### src/rtl/pipe_stage_reg.sv
// Pipeline stage register with bounded hold (stall), flush-to-bubble and a
// registered hold status. Every output is a flop; nothing passes straight through.
module pipe_stage_reg #(
    parameter int                 DATA_W    = 64,
    parameter int                 MAX_HOLD  = 1,
    parameter logic [DATA_W-1:0]  NOP_VALUE = '0,
    localparam int                CNT_W     = (MAX_HOLD == 0) ? 8 :
                                              (($clog2(MAX_HOLD + 1) < 1) ? 1 : $clog2(MAX_HOLD + 1))
) (
    input  logic              clk,
    input  logic              rst,
    input  logic              hold,
    input  logic              flush,
    input  logic              validIn,
    input  logic [DATA_W-1:0] dataIn,
    output logic              validOut,
    output logic [DATA_W-1:0] dataOut,
    output logic              holding,
    output logic [CNT_W-1:0]  holdCount,
    output logic              holdExpired
);

    // Valid semantics: validIn qualifies dataIn at the edge where the stage
    // loads; dataIn is captured even when validIn=0, and validOut qualifies
    // dataOut. There is no ready: back-pressure comes only from hold.

    localparam logic [0:0]       RUN   = 1'b0;
    localparam logic [0:0]       HOLD  = 1'b1;
    localparam logic [CNT_W-1:0] MAX_C = CNT_W'(MAX_HOLD);

    logic [0:0]       state;
    logic             hold_ok;
    logic [CNT_W-1:0] cnt_inc;

    // With MAX_HOLD=0 the count saturates and the hold is never cut short.
    assign hold_ok = hold && ((MAX_HOLD == 0) || (holdCount < MAX_C));
    assign cnt_inc = (&holdCount) ? holdCount : holdCount + CNT_W'(1);
    assign holding = (state == HOLD);

    always_ff @(posedge clk) begin
        if (rst) begin
            state       <= RUN;
            dataOut     <= NOP_VALUE;
            validOut    <= 1'b0;
            holdCount   <= '0;
            holdExpired <= 1'b0;
        end else if (flush) begin
            state       <= RUN;
            dataOut     <= NOP_VALUE;
            validOut    <= 1'b0;
            holdCount   <= '0;
            holdExpired <= 1'b0;
        end else if (hold_ok) begin
            state       <= HOLD;
            holdCount   <= cnt_inc;
            holdExpired <= 1'b0;
        end else begin
            // Reaching here with hold=1 means the hold budget ran out: forced load.
            state       <= RUN;
            dataOut     <= dataIn;
            validOut    <= validIn;
            holdCount   <= '0;
            holdExpired <= hold;
        end
    end

endmodule

### config.mk
export PLATFORM = sky130hd
export DESIGN_NAME = pipe_stage_reg
export DESIGN_NICKNAME = d
export VERILOG_FILES = /design/src/rtl/pipe_stage_reg.sv
export SDC_FILE = /design/constraint.sdc
export NUM_CORES = 1
export LEC_CHECK = 0
export ABC_AREA = 0
export BUFFER_PORTS_ARGS = -buffer_cell sky130_fd_sc_hd__buf_4
export CAP_MARGIN = 25
export CORE_UTILIZATION = 43
export DETAILED_ROUTE_END_ITERATION = 8
export PLACE_DENSITY = 0.79
export SYNTH_ARGS = -nofsm -noshare
export SYNTH_HDL_FRONTEND = slang
export SYNTH_SLANG_ARGS = --single-unit
### constraint.sdc
create_clock -name clk -period 1.1 [get_ports clk]
set_input_delay 0.275 -clock clk [delete_from_list [all_inputs] [get_ports clk]]
set_output_delay 0.275 -clock clk [all_outputs]
set_load 0.1 [all_outputs]
==> reports/metrics.cfg, run 1 <==
[synth]
synth_xor_area_share_pct = 0
synth_top_family_by_area = simple AND/OR/NAND/NOR gates
synth-simple-area-share_pct = 22.4
synth_fa_ha_area_share_pct = 0
synth_seq_cells = 68
syn_area_per_cell_um2 = 8.03
syn-cell-area_mm2 = 0.00235
yosysWarningCount = 0
synth_cell_type_count = 11
ys_seq_area_share_pct = 58.0
synth_compound_area_share_pct = 13.9
synthCells = 292
syn_nets = 361
muxShareOfSynthArea_pct = 0

[clock_network]
clockBufferDepth = 2
cts_root_buf = clkbuf_8
numCtsBuffers = 9
cts.htree.levels = 3
postCtsHoldBufs = 0
cts_sinks = 68

[run_status]
outcome = stopped before the end
failed_stage = global routing
error_line = [ERROR DPL-0038] Utilization greater than 100%, impossible to legalize

[placement]
gp_congestion = 0.714
portBuffers = 136
hpwl_mm = 4.22

[floorplan]
die_y_um = 75.9
rows = 26
initial_core_util_pct = 45.4
die_x_um = 75.9
io_pins = 137

[grt]
grt_max_degree = 38

[sta]
worst_endpoint = dataOut[61]$_SDFFE_PP0N_/D
worstEpCategory = register data pin

[metrics by stage]
stage | TNS [ns] | area (um^2) | instances | setup slack [ns] | util [%]
2_1_floorplan | -8.61 | 2470 | 292 | -0.164 | -
3_3_place_gp | 0 | 3530 | 482 | 0.00195 | 68.3
3_5_place_dp | -0.910 | 3530 | 482 | -0.0405 | 68.3
4_1_cts | -3.41 | 4650 | 507 | -0.0626 | 90.0
[synthesized netlist by cell type]
| cell type | instances | area (um^2) |
|---|---|---|
| dfxtp_1 | 68 | 1360 |
| or2_1 | 1 | 6.26 |
| buf_6 | 3 | 33.8 |
| nand2b_2 | 1 | 8.76 |
| nor2_1 | 3 | 11.3 |
| and2b_1 | 1 | 7.51 |
| buf_2 | 8 | 40.0 |
| nand2_1 | 131 | 492 |
| clkbuf_1 | 6 | 22.5 |
| buf_4 | 5 | 37.5 |
| a21oi_1 | 65 | 325 |
[cell families after synthesis]
logic type | after synthesis
and+or+nand+nor | 137
DFF | 68
AOI/OAI and AO/OA | 65
buffers and inverters | 22
[repair_timing]
| action | in CTS |
|---|---|
| endpoints found under the setup margin | 69 |
| resized for setup | 206 |
| setup buffers | 9 |
| cloned | 0 |
==> run 2: changes to the inputs <==
--- a/config.mk
+++ b/config.mk
@@ -8,9 +8,9 @@
 export ABC_AREA = 0
 export BUFFER_PORTS_ARGS = -buffer_cell sky130_fd_sc_hd__buf_4
 export CAP_MARGIN = 25
-export CORE_UTILIZATION = 43
+export CORE_UTILIZATION = 40
 export DETAILED_ROUTE_END_ITERATION = 8
-export PLACE_DENSITY = 0.79
+export PLACE_DENSITY_LB_ADDON = 0.15
 export SYNTH_ARGS = -nofsm -noshare
 export SYNTH_HDL_FRONTEND = slang
 export SYNTH_SLANG_ARGS = --single-unit
==> reports/metrics.cfg, run 2 <==
[floorplan]
rows = 27
initial_core_util_pct = 42.1
dieArea_mm2 = 0.00618
die_x_um = 78.6
core_mm2 = 0.00557
die_y_um = 78.6
io_pins = 137

[synth]
ys_top_cells_by_area = dfxtp_1 58%, nand2_1 21%, a21oi_1 14%
synth_common_cells = 131 x nand2_1, 68 x dfxtp_1, 65 x a21oi_1, 8 x buf_2, 6 x clkbuf_1
synth_cell_type_count = 11
synth_fa_ha_area_share_pct = 0
synth_xor_area_share_pct = 0
ys_seq_area_share_pct = 58.0
syn_area_per_cell_um2 = 8.03
syn_nets = 361
async_reset_ff_share_pct = 0
synthCells = 292
synth_seq_cells = 68
synth_area_leader_cell = dfxtp_1
muxShareOfSynthArea_pct = 0
synth-simple-area-share_pct = 22.4
yosys_most_used_dff = dfxtp_1
yosysWarningCount = 0
synth_top_family_by_area = simple AND/OR/NAND/NOR gates
yosysMostFrequentCell = nand2_1
synth_edf_count = 0
syn-cell-area_mm2 = 0.00235
synth_top_cell_area_share_pct = 58.0
synth_compound_area_share_pct = 13.9

[run_status]
outcome = complete, but fails checks
violations = setup timing

[layout]
n_antenna_cell = 0
drive_gt1_share_pct = 62.3
layout_commonest_cell = nand2_1
syn2layout_area_growth_pct = 106
fin_area_mm2 = 0.00484
final_cell_mix = 131 x nand2_1, 89 x buf_4, 73 x buf_12
largest_register_ffs = 64
regMostFlops = dataOut
num-nets-final = 513
nFillCells = 285

[route]
topRoutingLayerUsed = met4
antenna_left = 0
drt_first_pass_iters = 4
wl_met2_mm = 4.53
drc_errors = 0
wire_per_inst_um = 16.1
dr.first_iter.drc_count = 110
routed_wl_mm = 8.38
met3_length_um = 504
wl_met1_mm = 3.11
vias = 2554
viasPerCell = 4.91

[clock_network]
postCtsHoldBufs = 0
cts_sinks = 68
cts_root_buf = clkbuf_8
insertion_delay_ns = 0.33
numCtsBuffers = 9
tritoncts = done
cts.reportedPaths.clkPinSlew_ns = 0.07
clockBufferDepth = 2
cts.htree.levels = 3

[sta]
period_minus_slack_ns = 1.16
fin_ws_ns = -0.0601
period_share_pct = 105
tns_ns = -3.51
drv_slew = 0
rsz0062_at_grt = yes
tightest_slew_ns = 0.284
final-hold-violation-count = 0
setup-violations-final = 124
slew_headroom_pct = 81.0
max_freq_mhz = 862
clock_skew_ns = 0.00469

[setup_path]
cpMaxStageDelayCell = dfxtp_4
critPathRequiredTime_ns = 1.35
crit_path_start_kind = flop
path_class = flop to flop
crit_cells = 4
rr_startpoint = holdCount
path_buf_inv = 1
crit_start = holdCount
cp_max_fo = 18
arrival_ns = 1.41
cpPeakStageDelay_ns = 0.36
endpoint = dataOut[40]
end_kind = flop
r2r.worst_path.cells = 4
cp_cell_sequence = and2b_4 > clkbuf_16 > nand2_1 > a21oi_1
timing.rr.end = dataOut[40]
rrSetupSlack_ns = -0.06
cp_top_family = simple AND/OR/NAND/NOR gates

[pwr]
pwr-share-comb_pct = 27.4
ir_drop_mv = 1.11
power_uw = 5940
switching_share_pct = 32.7
power_frac_seq_pct = 44.7
internal_power_uw = 4000
switchingPower_uw = 1940
clockPowerShare_pct = 27.9
p_leak_uw = 0.00201
power_density_mw_per_mm2 = 1230

[placement]
gp_congestion = 0.722
place_area_mm2 = 0.00352
portBuffers = 136
place_ws_ns = -0.0816
hpwl_mm = 4.23

[run]
cap_violations = 0

[grt]
track_usage_pct = 24.2
grt-ovfl-total = 0
grt_max_degree = 48
grt_pass1_vias = 2406
antenna_found_initial = 0
grt_pass1_wl_mm = 11.4

[min_path]
hold_depth = 3
hold_path.class = input pin to flop

-- run 2: stage by stage --
stage / utilization (%) / hold WS (ns) / std cells
after CTS: 82.4 / 0.174 / 506
after detailed placement: 63.2 / 0.440 / 484
after global routing: 86.8 / 0.183 / 520
final: 86.8 / 0.189 / 520
after global placement: 63.2 / 0.435 / 484
after floorplan: - / 0.381 / 292
-- run 2: worst min-delay path, stage by stage --
cell and delay, ns:
buf_4 0.11, nand2_1 0.04, a21oi_1 0.05
-- run 2: power by group through the flow --
stage	sequential (uW)	combinational [uW]	clock, uW
after floorplan	3300	274	0
after global placement	2660	1280	0
after detailed placement	2660	1290	0
after CTS	2660	1520	1690
after global routing	2660	1680	1800
final	2650	1630	1660
-- run 2: metal layers --
metal	up-vias	GRT usage, %
met4	0	11.1
met2	86	45.6
met5	-	0
met3	17	5.58
met1	1222	25.1
li1	1229	-
-- run 2: worst min path at each step --
stage / to / from / slack (ns)
5_1_grt: dataOut[35] / dataIn[35] / 0.18
3_5_place_dp: validOut / validOut / 0.44
4_1_cts: dataOut[35] / dataIn[35] / 0.17
3_3_place_gp: dataOut[59] / dataOut[59] / 0.44
6_report: dataOut[35] / dataIn[35] / 0.19
2_1_floorplan: holdExpired / hold / 0.38
-- run 2: layout make-up --
| class | count | area (um^2) | share of cell area [%] |
|---|---|---|---|
| repair buffers | 163 | 2150 | 44.6 |
| clock buffers | 12 | 135 | 2.79 |
| clock inverters | 3 | 15.0 | 0.310 |
| flip-flops and latches | 68 | 1460 | 30.2 |
| well taps | 72 | 90.1 | 1.86 |
| multi-input cells | 202 | 982 | 20.3 |
-- run 2: kinds of logic after synthesis --
logic type	Yosys count
DFF	68
and+or+nand+nor	137
buffers and inverters	22
AOI/OAI and AO/OA	65
-- run 2: timing repair --
item                       4_1_cts  5_1_grt
setup endpoints to repair       76      133
gates resized for setup        208       34
hold endpoints to repair         0        0
setup buffers                    7       13
gates cloned                     0        1
(Power assumes the default switching activity.)
